### config.mk
export PLATFORM = sky130hd
export DESIGN_NAME = m_bus_demultiplexor1_4_flat
export DESIGN_NICKNAME = d
export VERILOG_FILES = /design/src/rtl/m_bus_demultiplexor1_4_if.sv /design/src/rtl/m_bus_demultiplexor1_4.sv /design/src/flat_wrapper.sv
export SDC_FILE = /design/constraint.sdc
export NUM_CORES = 1
export LEC_CHECK = 0
export ABC_CLOCK_PERIOD_IN_PS = 1700
export CAP_MARGIN = 20
export CORE_UTILIZATION = 33
export CTS_BUF_LIST = sky130_fd_sc_hd__clkbuf_8
export CTS_CLUSTER_DIAMETER = 40
export DETAILED_ROUTE_END_ITERATION = 8
export PLACE_DENSITY = 0.78
export SLEW_MARGIN = 20
export SYNTH_ARGS = -nofsm -noshare
export SYNTH_HDL_FRONTEND = slang
export SYNTH_SLANG_ARGS = --single-unit
### constraint.sdc
create_clock -name i_clk -period 1.7 [get_ports i_clk]
set_input_delay 0.34 -clock i_clk [delete_from_list [all_inputs] [get_ports i_clk]]
set_output_delay 0.34 -clock i_clk [all_outputs]
set_load 0.01 [all_outputs]
### src/rtl/m_bus_demultiplexor1_4_if.sv
// Bus bundle between the core data port, the 1:4 request demultiplexor and its four targets.
interface m_bus_demultiplexor1_4_if;
  logic        i_req_valid;
  logic        o_req_ready;
  logic [31:0] i_addr;
  logic [31:0] i_wdata;
  logic        i_we;
  logic        o_rsp_valid;
  logic [31:0] o_rdata;
  logic        o_rsp_err;
  logic [3:0]  o_t_valid;
  logic [3:0]  i_t_ready;
  logic [31:0] o_t_addr;
  logic [31:0] o_t_wdata;
  logic        o_t_we;
  logic [3:0]  i_t_rsp_valid;
  logic [31:0] i_t_rdata0;
  logic [31:0] i_t_rdata1;
  logic [31:0] i_t_rdata2;
  logic [31:0] i_t_rdata3;

  // Demultiplexor side.
  modport slave (
    input  i_req_valid, i_addr, i_wdata, i_we,
    input  i_t_ready, i_t_rsp_valid, i_t_rdata0, i_t_rdata1, i_t_rdata2, i_t_rdata3,
    output o_req_ready, o_rsp_valid, o_rdata, o_rsp_err,
    output o_t_valid, o_t_addr, o_t_wdata, o_t_we
  );

  // Environment side: core data port plus the four targets.
  modport master (
    output i_req_valid, i_addr, i_wdata, i_we,
    output i_t_ready, i_t_rsp_valid, i_t_rdata0, i_t_rdata1, i_t_rdata2, i_t_rdata3,
    input  o_req_ready, o_rsp_valid, o_rdata, o_rsp_err,
    input  o_t_valid, o_t_addr, o_t_wdata, o_t_we
  );
endinterface

### src/rtl/m_bus_demultiplexor1_4.sv
// Routes one load/store at a time to one of four targets chosen by two address bits.
// Define M_BUS_DEMUX_TIMEOUT_EN to add the TIMEOUT-cycle error completion path.
module m_bus_demultiplexor1_4 #(
  parameter int unsigned SEL_LSB = 30,
  parameter int unsigned TIMEOUT = 255
) (
  input logic                     i_clk,
  input logic                     i_reset,
  m_bus_demultiplexor1_4_if.slave bus
);

  typedef enum logic [1:0] {
    IDLE = 2'd0,
    REQ  = 2'd1,
    WAIT = 2'd2,
    RESP = 2'd3
  } state_t;

  if (TIMEOUT < 2 || TIMEOUT > 65535) begin : g_bad_timeout
    $error("TIMEOUT must lie in 2..65535");
  end

  state_t      state_q, state_d;
  logic [1:0]  sel_q, sel_d;
  logic [31:0] t_addr_q, t_addr_d;
  logic [31:0] t_wdata_q, t_wdata_d;
  logic        t_we_q, t_we_d;
  logic [31:0] rdata_q, rdata_d;
  logic        rsp_err_q, rsp_err_d;
  logic        req_ready_q, req_ready_d;
  logic        rsp_valid_q, rsp_valid_d;
  logic [3:0]  t_valid_q, t_valid_d;

  logic [31:0] sel_rdata_s;
  logic        ready_hit_s;
  logic        rsp_hit_s;
  logic        timeout_s;

  assign ready_hit_s = bus.i_t_ready[sel_q];
  assign rsp_hit_s   = bus.i_t_rsp_valid[sel_q];

`ifdef M_BUS_DEMUX_TIMEOUT_EN
  localparam logic [15:0] LAST_CNT = 16'(TIMEOUT - 1);
  logic [15:0] count_q, count_d;

  assign timeout_s = (count_q == LAST_CNT);

  // Counter restarts on every state change and advances while waiting in REQ or WAIT.
  always_comb begin
    if (state_d != state_q) begin
      count_d = 16'd0;
    end else if (state_q == REQ || state_q == WAIT) begin
      count_d = count_q + 16'd1;
    end else begin
      count_d = count_q;
    end
  end
`else
  assign timeout_s = 1'b0;
`endif

  // Response data of the currently selected target.
  always_comb begin
    case (sel_q)
      2'd0:    sel_rdata_s = bus.i_t_rdata0;
      2'd1:    sel_rdata_s = bus.i_t_rdata1;
      2'd2:    sel_rdata_s = bus.i_t_rdata2;
      2'd3:    sel_rdata_s = bus.i_t_rdata3;
      default: sel_rdata_s = 32'd0;
    endcase
  end

  // State register and all captured/registered outputs.
  always_ff @(posedge i_clk) begin
    if (i_reset) begin
      state_q     <= IDLE;
      sel_q       <= 2'd0;
      t_addr_q    <= 32'd0;
      t_wdata_q   <= 32'd0;
      t_we_q      <= 1'b0;
      rdata_q     <= 32'd0;
      rsp_err_q   <= 1'b0;
      req_ready_q <= 1'b1;
      rsp_valid_q <= 1'b0;
      t_valid_q   <= 4'b0000;
`ifdef M_BUS_DEMUX_TIMEOUT_EN
      count_q     <= 16'd0;
`endif
    end else begin
      state_q     <= state_d;
      sel_q       <= sel_d;
      t_addr_q    <= t_addr_d;
      t_wdata_q   <= t_wdata_d;
      t_we_q      <= t_we_d;
      rdata_q     <= rdata_d;
      rsp_err_q   <= rsp_err_d;
      req_ready_q <= req_ready_d;
      rsp_valid_q <= rsp_valid_d;
      t_valid_q   <= t_valid_d;
`ifdef M_BUS_DEMUX_TIMEOUT_EN
      count_q     <= count_d;
`endif
    end
  end

  // Next state and data capture; a completing event in the same cycle beats the timeout.
  always_comb begin
    state_d   = state_q;
    sel_d     = sel_q;
    t_addr_d  = t_addr_q;
    t_wdata_d = t_wdata_q;
    t_we_d    = t_we_q;
    rdata_d   = rdata_q;
    rsp_err_d = rsp_err_q;
    case (state_q)
      IDLE: begin
        if (bus.i_req_valid) begin
          state_d   = REQ;
          sel_d     = bus.i_addr[SEL_LSB+1:SEL_LSB];
          t_addr_d  = bus.i_addr;
          t_wdata_d = bus.i_wdata;
          t_we_d    = bus.i_we;
        end else begin
          state_d = IDLE;
        end
      end
      REQ: begin
        if (ready_hit_s) begin
          state_d = WAIT;
        end else if (timeout_s) begin
          state_d   = RESP;
          rdata_d   = 32'd0;
          rsp_err_d = 1'b1;
        end else begin
          state_d = REQ;
        end
      end
      WAIT: begin
        if (rsp_hit_s) begin
          state_d   = RESP;
          rdata_d   = sel_rdata_s;
          rsp_err_d = 1'b0;
        end else if (timeout_s) begin
          state_d   = RESP;
          rdata_d   = 32'd0;
          rsp_err_d = 1'b1;
        end else begin
          state_d = WAIT;
        end
      end
      RESP:    state_d = IDLE;
      default: state_d = IDLE;
    endcase
  end

  // Handshake outputs decoded from the next state so they leave the block registered.
  always_comb begin
    req_ready_d = (state_d == IDLE);
    rsp_valid_d = (state_d == RESP);
    if (state_d == REQ) begin
      t_valid_d = 4'b0001 << sel_d;
    end else begin
      t_valid_d = 4'b0000;
    end
  end

  assign bus.o_req_ready = req_ready_q;
  assign bus.o_rsp_valid = rsp_valid_q;
  assign bus.o_rdata     = rdata_q;
  assign bus.o_rsp_err   = rsp_err_q;
  assign bus.o_t_valid   = t_valid_q;
  assign bus.o_t_addr    = t_addr_q;
  assign bus.o_t_wdata   = t_wdata_q;
  assign bus.o_t_we      = t_we_q;

endmodule

### src/flat_wrapper.sv
// flat-port wrapper written by rule: the top's interface ports become plain ports
module m_bus_demultiplexor1_4_flat 
#(
  parameter int unsigned SEL_LSB = 30,
  parameter int unsigned TIMEOUT = 255
)
  (i_clk, i_reset, bus_i_req_valid, bus_i_addr, bus_i_wdata, bus_i_we, bus_i_t_ready, bus_i_t_rsp_valid, bus_i_t_rdata0, bus_i_t_rdata1, bus_i_t_rdata2, bus_i_t_rdata3, bus_o_req_ready, bus_o_rsp_valid, bus_o_rdata, bus_o_rsp_err, bus_o_t_valid, bus_o_t_addr, bus_o_t_wdata, bus_o_t_we);
  m_bus_demultiplexor1_4_if bus_i ();
  input logic i_clk;
  input logic i_reset;
  input wire logic [$bits(bus_i.i_req_valid)-1:0] bus_i_req_valid;
  input wire logic [$bits(bus_i.i_addr)-1:0] bus_i_addr;
  input wire logic [$bits(bus_i.i_wdata)-1:0] bus_i_wdata;
  input wire logic [$bits(bus_i.i_we)-1:0] bus_i_we;
  input wire logic [$bits(bus_i.i_t_ready)-1:0] bus_i_t_ready;
  input wire logic [$bits(bus_i.i_t_rsp_valid)-1:0] bus_i_t_rsp_valid;
  input wire logic [$bits(bus_i.i_t_rdata0)-1:0] bus_i_t_rdata0;
  input wire logic [$bits(bus_i.i_t_rdata1)-1:0] bus_i_t_rdata1;
  input wire logic [$bits(bus_i.i_t_rdata2)-1:0] bus_i_t_rdata2;
  input wire logic [$bits(bus_i.i_t_rdata3)-1:0] bus_i_t_rdata3;
  output wire logic [$bits(bus_i.o_req_ready)-1:0] bus_o_req_ready;
  output wire logic [$bits(bus_i.o_rsp_valid)-1:0] bus_o_rsp_valid;
  output wire logic [$bits(bus_i.o_rdata)-1:0] bus_o_rdata;
  output wire logic [$bits(bus_i.o_rsp_err)-1:0] bus_o_rsp_err;
  output wire logic [$bits(bus_i.o_t_valid)-1:0] bus_o_t_valid;
  output wire logic [$bits(bus_i.o_t_addr)-1:0] bus_o_t_addr;
  output wire logic [$bits(bus_i.o_t_wdata)-1:0] bus_o_t_wdata;
  output wire logic [$bits(bus_i.o_t_we)-1:0] bus_o_t_we;
  assign bus_i.i_req_valid = bus_i_req_valid;
  assign bus_i.i_addr = bus_i_addr;
  assign bus_i.i_wdata = bus_i_wdata;
  assign bus_i.i_we = bus_i_we;
  assign bus_i.i_t_ready = bus_i_t_ready;
  assign bus_i.i_t_rsp_valid = bus_i_t_rsp_valid;
  assign bus_i.i_t_rdata0 = bus_i_t_rdata0;
  assign bus_i.i_t_rdata1 = bus_i_t_rdata1;
  assign bus_i.i_t_rdata2 = bus_i_t_rdata2;
  assign bus_i.i_t_rdata3 = bus_i_t_rdata3;
  assign bus_o_req_ready = bus_i.o_req_ready;
  assign bus_o_rsp_valid = bus_i.o_rsp_valid;
  assign bus_o_rdata = bus_i.o_rdata;
  assign bus_o_rsp_err = bus_i.o_rsp_err;
  assign bus_o_t_valid = bus_i.o_t_valid;
  assign bus_o_t_addr = bus_i.o_t_addr;
  assign bus_o_t_wdata = bus_i.o_t_wdata;
  assign bus_o_t_we = bus_i.o_t_we;
  m_bus_demultiplexor1_4 #(.SEL_LSB(SEL_LSB), .TIMEOUT(TIMEOUT)) u_core (.i_clk(i_clk), .i_reset(i_reset), .bus(bus_i));
endmodule
==> results of run 1 <==
==> power groups by stage <==
stage	logic (W)	clock network, W	registers [W]
2_1_floorplan	0.000619	0	0.00287
3_3_place_gp	0.00161	0	0.00281
3_5_place_dp	0.00164	0	0.00281
4_1_cts	0.00165	0.00166	0.00276
5_1_grt	0.00177	0.00176	0.00278
6_report	0.00165	0.00159	0.00275
==> state kept, by name (all words and copies together) (netlist names) <==
signal and cells:
u_core.bus.o_rsp_valid 1, u_core.bus.o_t_wdata 32, u_core.bus.o_t_we 1, u_core.bus.o_t_addr 32
u_core.bus.o_rdata 32, u_core.state_q 2, u_core.sel_q 2, u_core.bus.o_req_ready 1
u_core.bus.o_t_valid 4
==> routing by layer <==
metal	GRT usage [%]	vias to the layer above
met1	21.7	2161
li1	-	2236
met3	8.03	22
met2	40.7	212
met5	0	-
met4	8.28	0
==> cell families (layout without fill, tap and decap cells) <==
kind of cell / Yosys count / after routing / synth area share [%]
AOI/OAI and AO/OA: 76 / 76 / 8.63
buffers and inverters: 42 / 347 / 5.06
DFF: 107 / 107 / 46.6
muxes: 67 / 67 / 23.6
other: 1 / 3 / 0.0816
and+or+nand+nor: 185 / 185 / 16.1
==> what timing repair did <==
action | in CTS | in global routing
resized for setup | 1 | 4
hold buffers | 0 | 0
endpoints found under the hold margin | 0 | 0
endpoints found under the setup margin | 2 | 24
cloned | 0 | 1
pin swaps | 0 | 3
setup buffers | 0 | 1
==> worst max-delay path by stage <==
| stage | from | to | slack (ns) | cells after the start |
|---|---|---|---|---|
| after global routing | u_core.sel_q[0] | u_core.bus.o_rdata[18] | -0.04 | 5 |
| final | u_core.sel_q[0] | u_core.bus.o_rdata[24] | 0.04 | 5 |
| after detailed placement | bus_i_t_ready[2] | u_core.bus.o_t_valid[1] | -0.28 | 4 |
| after global placement | bus_i_t_ready[3] | u_core.bus.o_t_valid[3] | -0.22 | 4 |
| after CTS | u_core.bus.o_t_valid[2] | bus_o_t_valid[2] | 0.02 | 1 |
| after floorplan | u_core.sel_q[0] | u_core.bus.o_rdata[0] | 0.11 | 5 |
==> metrics by stage <==
stage | setup TNS [ns] | std cells | hold slack [ns] | total power (W)
floorplan | 0 | 478 | 0.432 | 0.00349
global placement | -4.75 | 941 | 0.442 | 0.00442
detailed placement | -6.00 | 941 | 0.446 | 0.00446
CTS | 0 | 957 | 0.368 | 0.00607
global route | -0.377 | 961 | 0.382 | 0.00630
finish | 0 | 961 | 0.395 | 0.00600
==> placed cells by master (no fill, tap or decap), drive strengths merged <==
master	synthesis	routed
mux4	33	33
nor2	37	37
a21oi	73	73
o31ai	1	1
nor2b	1	1
buf	19	25
or3b	1	1
clkinv	0	1
clkbuf	23	12
nand3	2	2
mux2i	34	34
a2111o	1	1
inv	0	2
clkinvlp	0	1
nand2	133	133
nand2b	1	1
clkdlybuf4s50	0	305
bufinv	0	1
nor3b	2	2
dfxtp	107	107
diode	0	2
nand3b	6	6
conb	1	1
o22ai	1	1
nor3	2	2
==> critical path, cell delays in order, from the launching register on <==
cell,delay [ns]
dfxtp_4,0.38
or3b_4,0.39
o22ai_4,0.27
buf_6,0.21
mux2i_1,0.22
nor2_1,0.07
==> area by class of cell <==
class | count | share of cell area (%)
Multi-Input combinational cell | 329 | 27.6
Timing Repair Buffer | 331 | 40.8
Antenna cell | 2 | 0.0613
Clock inverter | 5 | 0.659
Sequential cell | 107 | 26.3
Clock buffer | 11 | 1.85
Tap cell | 176 | 2.70
==> summary.txt, run 1 <==
Outcome
  – Status: completed

GRT
  – First-pass GRT wire length: 24500 um
  – Vias in the first global route: 4809
  – GRT Overall Usage: 21.8%
  – Grt ovf: 0
  – Initial antenna violation count: 2
  – Largest net degree at the start of global routing: 60

Final layout
  – Core Util, Final: 60.9%
  – Post-route cell area: 0.00816 mm2
  – Reg area: 0.00215 mm2
  – Number of fill cells: 1144
  – Layout area overhead: 77.5%
  – Area occupied by multi-input gates: 0.00225 mm2
  – Fraction of layout cells with a size suffix above 1: 10.2%
  – Final net count: 982

Yosys
  – Number of synthesized register bits: 107
  – Synth top cells by count: nand2_1, dfxtp_1, a21oi_1
  – Post-synth ARST share: 0%
  – Synth cell types: 22
  – Avg Cell Area, Syn: 9.62 um2
  – Syn Nets: 682
  – Synth area leader: dfxtp_1
  – Top FF cell, synth: dfxtp_1
  – Post-synthesis cell area: 0.00460 mm2
  – Top cells by area, synth: dfxtp_1, mux4_2, nand2_1
  – Mapped Cells: 478
  – Yosys warnings: 0
  – Number of flops mapped to enable cells by yosys: 0
  – Post-synth top area share: 46.6%
  – Register area share after synthesis: 46.6%
  – Count leader, synth: nand2_1

Floorplanning
  – Core ar.: 0.0134 mm2
  – Row count: 42
  – Chip Width: 120 um
  – Ports: 308
  – Starting Density: 34.3%
  – Die Area: 0.0144 mm2
  – Die height: 120 um

Placed design
  – Post-DP HPWL: 12600 um
  – PortBufs: 306
  – Dpl ws: -0.280 ns
  – Placed Instance Area: 0.00790 mm2
  – Final GP Congestion: 0.816

Worst hold path
  – Hold Crit Class: primary input to register
  – Hold Path End: u_core.state_q[0]
  – Worst Hold Launch: i_reset
  – WHS Path Cells: 2

CTS
  – Sink Count: 107
  – CTS H-tree depth: 3
  – CTS clock-pin slew for the worst setup and hold paths: 0.10 ns
  – Num CTS Buffers: 9
  – Worst skew pair latency: 0.36 ns
  – CTS root buf: clkbuf_8
  – Largest buffer count on any clock path: 2
  – CTS tree: yes

STA
  – RSZ-0062 raised after global routing: true
  – Crit share post-route: 97.7%
  – Post-route setup slack: 0.0395 ns
  – Final Setup Violations: 0
  – Hold Fails Final Rpt: 0
  – Max-slew violations: 0
  – Final min period: 1.66 ns
  – Fmax: 0.602 GHz
  – Worst Skew: 0.00804 ns

Power and ir drop
  – PD cells: 735 mW/mm2
  – Sw power: 0.00156 W
  – Sw frac: 26.0%
  – Max IR drop VDD: 0.486 mV
  – Logic pwr share: 27.6%
  – Internal power: 0.00444 W
  – Seq pwr share: 45.9%
  – Clock power share: 26.5%
  – Leak: 2.89 nW

Detailed routing
  – Drt wl/cell: 16.8 um
  – DR WL met2: 8490 um
  – WL met1: 5520 um
  – Total iterations of the first detailed-routing run: 6
  – Drt drc: 0
  – Routed vias/inst: 4.82
  – 1st-iter DRT viols: 155
  – Number of nets with antenna violations after routing: 0
  – Met3 WL: 1670 um
  – Max Used Layer: met4
  – Routed WL: 16100 um
  – Total vias in the final route: 4631

Flow run
  – Max-cap violations: 0

Critical path
  – Critical path data arrival time: 1.90 ns
  – Reg2Reg Capture Point: u_core.bus.o_rdata[24]
  – Max FO, Critical Path: 7
  – Reg2reg path depth: 5
  – Worst EP required: 1.94 ns
  – Crit path launch type: register
  – Setup crit end kind: register
  – R2R Setup Slk: 0.04 ns
  – FF-to-FF Start: u_core.sel_q[0]
  – Crit path kind: register to register
(Power assumes the default switching activity.)
==> inputs of run 2 (changes only) <==
--- a/config.mk
+++ b/config.mk
@@ -9,7 +9,7 @@
 export CAP_MARGIN = 20
 export CORE_UTILIZATION = 33
 export CTS_BUF_LIST = sky130_fd_sc_hd__clkbuf_8
-export CTS_CLUSTER_DIAMETER = 40
+export CTS_CLUSTER_DIAMETER = 30
 export DETAILED_ROUTE_END_ITERATION = 8
 export PLACE_DENSITY = 0.78
 export SLEW_MARGIN = 20
==> results of run 2 <==
The final DEF is identical to that of run 1; final timing and power are the same.
